$ cat config.mk
export PLATFORM = sky130hd
export DESIGN_NAME = uart_rx
export DESIGN_NICKNAME = d
export VERILOG_FILES = /design/src/rtl/uart_pkg.sv /design/src/rtl/uart_rx_sync.sv /design/src/rtl/uart_rx.sv
export SDC_FILE = /design/constraint.sdc
export NUM_CORES = 1
export LEC_CHECK = 0
export ABC_AREA = 1
export CORE_ASPECT_RATIO = 2
export CORE_MARGIN = 4
export CORE_UTILIZATION = 45
export CTS_CLUSTER_DIAMETER = 80
export CTS_CLUSTER_SIZE = 16
export DETAILED_ROUTE_END_ITERATION = 7
export GPL_TIMING_DRIVEN = 0
export HOLD_SLACK_MARGIN = 0.08
export PLACE_DENSITY = 0.66
export SYNTH_ARGS = -nofsm -noshare
export SYNTH_HDL_FRONTEND = slang
export SYNTH_HIERARCHICAL = 1
export SYNTH_SLANG_ARGS = --single-unit
export TNS_END_PERCENT = 10
$ cat constraint.sdc
create_clock -name clk -period 1.81 [get_ports clk]
set_clock_uncertainty 0.1 [all_clocks]
set_input_delay 0.2715 -clock clk [delete_from_list [all_inputs] [get_ports clk]]
set_output_delay 0.2715 -clock clk [all_outputs]
set_load 0.01 [all_outputs]
$ cat src/rtl/uart_pkg.sv
// ============================================================================
// Module  : uart_pkg
// Brief   : Shared UART types and constants: receiver FSM encoding, default
//           oversample ratio and idle line level.
// Revision: 1.0
// ============================================================================
`default_nettype none

package uart_pkg;

    typedef enum logic [2:0] {
        ST_IDLE   = 3'd0,
        ST_START  = 3'd1,
        ST_DATA   = 3'd2,
        ST_PARITY = 3'd3,
        ST_STOP   = 3'd4
    } rx_state_e;

    localparam int   OS_DEFAULT = 16;
    localparam logic IDLE_LEVEL = 1'b1;

endpackage

`default_nettype wire

$ cat src/rtl/uart_rx_sync.sv
// ============================================================================
// Module  : uart_rx_sync
// Brief   : Two-flop synchroniser for an asynchronous input with a
//           parameterised reset level (rx, cts and similar lines).
// Revision: 1.0
// ============================================================================
`default_nettype none

module uart_rx_sync
    import uart_pkg::*;
#(
    parameter logic RST_VAL = IDLE_LEVEL
) (
    input  logic clk,
    input  logic rst,
    input  logic async_i,
    output logic sync_o
);

    logic meta_q;
    logic sync_q;

    always_ff @(posedge clk or posedge rst) begin
        if (rst) begin
            meta_q <= RST_VAL;
            sync_q <= RST_VAL;
        end else begin
            meta_q <= async_i;
            sync_q <= meta_q;
        end
    end

    assign sync_o = sync_q;

endmodule

`default_nettype wire

$ cat src/rtl/uart_rx.sv
// ============================================================================
// Module  : uart_rx
// Brief   : Oversampling UART receiver with a one-entry valid/ready holding
//           register, framing-error, overrun and optional parity checking
//           (parity stage compiled in by defining UART_RX_PARITY_EN).
// Revision: 1.0
// ============================================================================
`default_nettype none

module uart_rx
    import uart_pkg::*;
#(
    parameter int DATA_BITS  = 8,
    parameter int OVERSAMPLE = OS_DEFAULT,
    parameter int SB_TICKS   = 16,
    parameter bit PARITY_ODD = 1'b0
) (
    input  logic                 clk,
    input  logic                 rst,
    input  logic                 s_tick,
    input  logic                 rx,
    output logic [DATA_BITS-1:0] rx_data,
    output logic                 rx_valid,
    input  logic                 rx_ready,
    output logic                 frame_err,
    output logic                 parity_err,
    output logic                 overrun,
    output logic                 busy
);

    localparam int S_W = $clog2(SB_TICKS);
    localparam int N_W = $clog2(DATA_BITS);

    localparam logic [S_W-1:0] S_MID  = S_W'(OVERSAMPLE / 2 - 1);
    localparam logic [S_W-1:0] S_LAST = S_W'(OVERSAMPLE - 1);
    localparam logic [S_W-1:0] S_STOP = S_W'(SB_TICKS - 1);
    localparam logic [N_W-1:0] N_LAST = N_W'(DATA_BITS - 1);

    logic                 rx_s;
    rx_state_e            state_q;
    logic [S_W-1:0]       s_q;
    logic [N_W-1:0]       n_q;
    logic [DATA_BITS-1:0] sr_q;
    logic [DATA_BITS-1:0] data_q;
    logic                 valid_q;
    logic                 ferr_q;
    logic                 ovr_q;
    logic                 busy_q;
    logic                 brk_q;
`ifdef UART_RX_PARITY_EN
    logic                 pbit_q;
    logic                 perr_q;
`endif

    uart_rx_sync #(
        .RST_VAL (IDLE_LEVEL)
    ) u_sync (
        .clk     (clk),
        .rst     (rst),
        .async_i (rx),
        .sync_o  (rx_s)
    );

    always_ff @(posedge clk or posedge rst) begin
        if (rst) begin
            state_q <= ST_IDLE;
            s_q     <= '0;
            n_q     <= '0;
            sr_q    <= '0;
            data_q  <= '0;
            valid_q <= 1'b0;
            ferr_q  <= 1'b0;
            ovr_q   <= 1'b0;
            busy_q  <= 1'b0;
            brk_q   <= 1'b0;
`ifdef UART_RX_PARITY_EN
            pbit_q  <= 1'b0;
            perr_q  <= 1'b0;
`endif
        end else begin
            ovr_q <= 1'b0;
            if (valid_q && rx_ready) begin
                valid_q <= 1'b0;
            end

            case (state_q)
                ST_IDLE: begin
                    // After a line break, hold off until the line returns high.
                    if (rx_s) begin
                        brk_q <= 1'b0;
                    end else if (!brk_q) begin
                        state_q <= ST_START;
                        s_q     <= '0;
                        busy_q  <= 1'b1;
                    end
                end

                ST_START: if (s_tick) begin
                    if (s_q == S_MID) begin
                        if (!rx_s) begin
                            state_q <= ST_DATA;
                            s_q     <= '0;
                            n_q     <= '0;
                        end else begin
                            state_q <= ST_IDLE;
                            busy_q  <= 1'b0;
                        end
                    end else begin
                        s_q <= s_q + S_W'(1);
                    end
                end

                ST_DATA: if (s_tick) begin
                    if (s_q == S_LAST) begin
                        sr_q <= {rx_s, sr_q[DATA_BITS-1:1]};
                        s_q  <= '0;
                        n_q  <= n_q + N_W'(1);
                        if (n_q == N_LAST) begin
`ifdef UART_RX_PARITY_EN
                            state_q <= ST_PARITY;
`else
                            state_q <= ST_STOP;
`endif
                        end
                    end else begin
                        s_q <= s_q + S_W'(1);
                    end
                end

`ifdef UART_RX_PARITY_EN
                ST_PARITY: if (s_tick) begin
                    if (s_q == S_LAST) begin
                        pbit_q  <= rx_s;
                        s_q     <= '0;
                        state_q <= ST_STOP;
                    end else begin
                        s_q <= s_q + S_W'(1);
                    end
                end
`endif

                ST_STOP: if (s_tick) begin
                    if (s_q == S_STOP) begin
                        state_q <= ST_IDLE;
                        busy_q  <= 1'b0;
                        brk_q   <= ~rx_s;
                        // A word still pending and not taken this clk wins over the new one.
                        if (!valid_q || rx_ready) begin
                            data_q  <= sr_q;
                            ferr_q  <= ~rx_s;
                            valid_q <= 1'b1;
`ifdef UART_RX_PARITY_EN
                            perr_q  <= (^sr_q) ^ pbit_q ^ PARITY_ODD;
`endif
                        end else begin
                            ovr_q <= 1'b1;
                        end
                    end else begin
                        s_q <= s_q + S_W'(1);
                    end
                end

                default: begin
                    state_q <= ST_IDLE;
                    busy_q  <= 1'b0;
                end
            endcase
        end
    end

    assign rx_data   = data_q;
    assign rx_valid  = valid_q;
    assign frame_err = ferr_q;
    assign overrun   = ovr_q;
    assign busy      = busy_q;
`ifdef UART_RX_PARITY_EN
    assign parity_err = perr_q;
`else
    assign parity_err = PARITY_ODD & 1'b0;
`endif

endmodule

`default_nettype wire

# Yosys cells after proc, flatten, opt, wreduce, memory -nomap -nowiden
# Index checks and enable logic that the tools add are counted.
# Widths: inputs -> output; s select.
# classes
addsub,2
eq_ne,20
mux,47
n_bitwise,2
reduce_logical,14
# op_table
op,n
$mux 3,14
$mux 4,9
$ne 2x2->1 const B,11
$mux 1,18
$pmux 4 s4,1
$reduce_and 8->1,2
$pmux 3 s4,1
$reduce_and 9->1,1
$reduce_and 4->1,2
$eq 3x3->1 const B,2
$pmux 3 s2,1
$reduce_and 6->1,1
$add 4x1->4 const B,1
$eq 4x3->1 const B,1
$eq 4x4->1 const B,1
$ne 2x1->1 const B,2
$pmux 1 s4,1
$reduce_bool 2->1,2
$reduce_bool 4->1,1
$add 3x1->3 const B,1
$eq 3x1->1 const B,1
$eq 3x2->1 const B,1
$logic_not 3->1,1
$ne 3x3->1 const B,1
other kinds (7),8
# word_totals
regBits,33
input_bits,5
out_inout_bits,13
elab_cells,97

# Logic depth before layout (Yosys ltp)
# logic_depth
word_depth,6
mapped_depth,10
mapped_depth_nobuf,10

# Hierarchy
# The synthesis kept the hierarchy.
# modules_own_cells
mod,instances,cells_per_inst,area_each_um2,seq_area_each_um2
uart_rx,1,213,1667.8,775.7
uart_rx_sync,1,3,56.3,52.6

# Worst setup path after synthesis
# OpenSTA, ideal clock, no wires.
# synth_path
path_kind,register to register
from,register s_q[0]
to,register data_q[0] (netlist: rx_data[0])
setup_ns,0.118
arrival_time_ns,1.343
t_required_ns,1.592
path_slack_ns,0.249
path_stages_with_launch,10
n_path_buf,1
period_less_slack_ns,1.561
path_cell_list,dfrtp_1 -> ha_1 -> nand2_2 -> nor2_4 -> inv_2 -> nor2_8 -> nand3_4 -> buf_6 -> nand2_1 -> o21ai_2
# synth_between
elab_chain_len,2
# synth_rtl
element,line_no,source
start: declaration,uart_rx.sv:41,logic [S_W-1:0] s_q;
start signal: assignment,uart_rx.sv:109,s_q <= s_q + S_W'(1);
start signal: assignment,uart_rx.sv:126,s_q <= s_q + S_W'(1);
start signal: assignment,uart_rx.sv:159,s_q <= s_q + S_W'(1);
$eq 4x4->1,uart_rx.sv:143,if (s_q == S_STOP) begin
$reduce_and 4->1 (no source line),--,
end signal: assignment,uart_rx.sv:149,data_q <= sr_q;
end: declaration,uart_rx.sv:44,logic [DATA_BITS-1:0] data_q;
# No other way between the ends.
# A chain may end at the register's enable or synchronous reset.

# Final worst setup path
# Ends and elaborated chain as after synthesis.

==> parameters.txt <==
Parameter                              Value

STA
  FMAX    between 500 and 600 MHz
  Tcrit/Tclk final    95.1%
  Final sum of negative setup slack    0 ns
  Fin. Hold Viols    0
  Min Clock Period, post-route    approximately 1.7 ns
  Setup-violating endpoint count in the final report    0
  Max-slew violation count    0
  Tightest slew margin relative to the limit    19.6%
  Post-route worst hold slack    around 0.22 ns
  Transition time of the tightest slew-check pin    around 1.2 ns

Place
  Cell count after placement    around 280
  IO buf count    16
  Global placement routability congestion    0.955
  Post-DP HPWL    ~2700 um

Drt
  Post-route DRC violation count    0
  Via/cell ratio    between 4 and 5
  Wirelength, routed    ~3600 um
  Routed len/inst    roughly 12 um
  Post-detailed-route count of antenna-violating nets    0
  Total via count in the routed design    ~1,400
  Initial DRT Pass Iterations    4
  DRT iter0 DRCs    38

Critical path
  Logic depth of the worst path, buffers included    9
  Slowest cell delay on critical path    0.43 ns
  CP startpoint kind    flop
  Register-to-Register Path Depth    9
  CP Class    reg -> reg
  Arrival time of data at the critical path endpoint    1.80 ns
  Slowest cell on the critical path    sky130_fd_sc_hd__dfrtp_1
  Crit path buf inv count    2
  Highest fanout seen on the critical path    10
  Critical-path cell list    ha_4 -> nand2_2 -> nor2_4 -> inv_4 -> nor2_8 -> nand3_4 -> buf_6 -> nand2_1 -> o21ai_2
  Gate family responsible for the most delay along the worst path    simple AND/OR/NAND/NOR gates
  Kind of capture point of the worst setup path    flop
  Required time of the worst setup path    approximately 1.9 ns

Pwr
  Highest ir drop seen on vdd    between 0.6 and 0.7 mV
  Static power due to leakage    roughly 1.0 nW
  Ratio of total power to cell area    between 1000 and 1500 nW/um^2
  Power consumption    2.52 mW

Floorplanning
  Die span in y    95.5 um
  IO Count    18
  Chip width    about 52 um
  Cell row count    31
  Die Outline Area    between 4000 and 5000 um^2
  Core area    approximately 3600 um^2
  Starting density of the core    a little under half

Synth
  Yosys warning total    6
  Register bit total from synthesis    33
  Mean instance size in the synthesized netlist    around 8.0 um^2
  Net count after synthesis    between 200 and 250
  Post-Synthesis Cells    approximately 220
  Post-synthesis cell type count    25
  Cell area after synthesis    approximately 1700 um^2
  Sequential-to-total area share from yosys stat    around half

Finish
  Nets@finish    approximately 250
  Number of standard cells in the layout, taps in and fillers out    290
  Area Overhead vs Synth    22.0%
  Fraction of final layout cells with drive strength greater than 1    between 10% and 20%
  Antenna diode instance count    0

Clocking
  Root buf cell    sky130_fd_sc_hd__clkbuf_8
  CTS clk-pin slew, worst paths    roughly 0.070 ns
  Num Clock Sinks    33
  Number of CTS-inserted buffers    5
  Worst-case clock buffer depth    2
  Count of H-tree levels built during CTS    2
  Insertion delay to the later sink of the worst-skew pair    about 0.28 ns
  Clock tree from TritonCTS    built

GRT
  GRT Total Usage    about 17%
  Total global routing overflow    0
  Initial antenna violation count    0
  Global-route wire length before repair    6180 um
  Maximum number of pins on one net before global-route repair    32
  Number of global-route vias before repair    about 1,500

Hold path
  Type of the tightest min-delay check    in -> async

Outcome
  Result of the run    finished, final reports clean

Run
  Total of max-cap violations    0
## metal layers
metal,vias up,share of wire (%),track usage [%],wire length [um]
met5,-,0,0,0
met4,0,5.3,10.1,187
met3,16,2.4,3.44,85
met2,25,57,32.2,2020
met1,643,36,16.1,1270
li1,725,-,-,-
## through the flow
stage                     worst slack (ns)  util (%)  instance area [um^2]
after floorplan                      0.249         -                  1720
after global placement             -0.0802      53.4                  1950
after detailed placement           -0.0917      53.4                  1950
after CTS                           0.0114      56.6                  2060
after global routing               -0.0185      57.7                  2100
final                               0.0884      57.7                  2100
## power by group
group	internal [mW]	total, mW	switching, mW
Combinational	0.304	0.894	0.590
Sequential	0.815	0.909	0.0936
Clock	0.449	0.713	0.265
Total	1.57	2.52	0.949
## Yosys cell counts
cell type | instances | share of area (%)
sky130_fd_sc_hd__nand2_1 | 64 | 14
sky130_fd_sc_hd__dfrtp_1 | 31 | 45
sky130_fd_sc_hd__nand3_1 | 25 | 7.3
sky130_fd_sc_hd__inv_1 | 24 | 5.2
sky130_fd_sc_hd__nor2_1 | 20 | 4.4
sky130_fd_sc_hd__o21ai_1 | 11 | 3.2
sky130_fd_sc_hd__o21ai_2 | 9 | 4.6
sky130_fd_sc_hd__inv_2 | 6 | 1.3
sky130_fd_sc_hd__o21ai_0 | 4 | 1.2
sky130_fd_sc_hd__ha_1 | 3 | 2.2
sky130_fd_sc_hd__buf_6 | 2 | 1.3
sky130_fd_sc_hd__dfstp_2 | 2 | 3.0
sky130_fd_sc_hd__nand2_2 | 2 | 0.73
sky130_fd_sc_hd__nor2_2 | 2 | 0.73
sky130_fd_sc_hd__a21oi_1 | 1 | 0.29
sky130_fd_sc_hd__buf_4 | 1 | 0.44
sky130_fd_sc_hd__conb_1 | 1 | 0.22
sky130_fd_sc_hd__nand3_2 | 1 | 0.58
sky130_fd_sc_hd__nand3_4 | 1 | 1.0
sky130_fd_sc_hd__nand4_1 | 1 | 0.36
sky130_fd_sc_hd__nor2_4 | 1 | 0.65
sky130_fd_sc_hd__nor2_8 | 1 | 1.2
sky130_fd_sc_hd__o21a_1 | 1 | 0.44
sky130_fd_sc_hd__or2_2 | 1 | 0.36
sky130_fd_sc_hd__xor2_1 | 1 | 0.51
## state kept, by name (all words and copies together), names as in the netlist, 3 cells and up
name     count
rx_data      8
sr_q         8
s_q          4
n_q          3
state_q      3
## cell type report
cell class                 instances  area, um^2
inverter                          30         115
timing repair buffer              17         180
buffer                             3        30.0
clock buffer                       7        86.3
multi-input combinational        150         772
clock inverter                     1        30.0
tap                               49        61.3
fill                             373        1540
sequential                        33         828
## logic make-up (layout without fill, tap and decap cells)
family | Yosys count | in the layout | synth area share [%]
AND/OR/NAND/NOR | 119 | 119 | 31.1
flip-flops | 33 | 33 | 48.0
buffers and inverters | 33 | 58 | 8.27
AO/OA/AOI/OAI | 26 | 26 | 9.65
adder cells (fa/ha/maj) | 3 | 3 | 2.18
other | 1 | 1 | 0.217
XOR/XNOR | 1 | 1 | 0.508
## cells in the final DEF, fill, tap and decap left out, types with 2 or more instances in the layout
master                            synthesis  routed
sky130_fd_sc_hd__nand2_2                  2       3
sky130_fd_sc_hd__inv_1                   24      24
sky130_fd_sc_hd__clkbuf_8                 0       6
sky130_fd_sc_hd__dfrtp_1                 31      31
sky130_fd_sc_hd__dfstp_2                  2       2
sky130_fd_sc_hd__inv_2                    6       5
sky130_fd_sc_hd__nor2_1                  20      20
sky130_fd_sc_hd__o21ai_1                 11      10
sky130_fd_sc_hd__ha_1                     3       2
sky130_fd_sc_hd__o21ai_2                  9      10
sky130_fd_sc_hd__nor2_2                   2       2
sky130_fd_sc_hd__clkdlybuf4s50_1          0      16
sky130_fd_sc_hd__nand3_1                 25      25
sky130_fd_sc_hd__o21ai_0                  4       4
sky130_fd_sc_hd__nand2_1                 64      63
sky130_fd_sc_hd__buf_6                    2       2
## worst paths after layout
| check | slack, ns | start | to |
|---|---|---|---|
| min in group clk | 0.26 | u_sync/meta_q | u_sync/sync_o |
| hold reg to reg | 0.26 | u_sync/meta_q | u_sync/sync_o |
| setup reg to reg | 0.09 | s_q[0] | rx_data[0] |
| setup / recovery | 0.09 | s_q[0] | rx_data[0] |
| hold / removal | 0.22 | rst | u_sync/meta_q |
| max in group asynchronous | 0.35 | rst | rx_data[2] |
## what timing repair did
item / in CTS / in global routing
setup buffers: 0 / 1
hold endpoints to repair: 0 / 0
gates resized for setup: 0 / 5
setup endpoints to repair: 0 / 20
hold buffers: 0 / 0
Note: power is estimated with default switching activity, not from simulation.
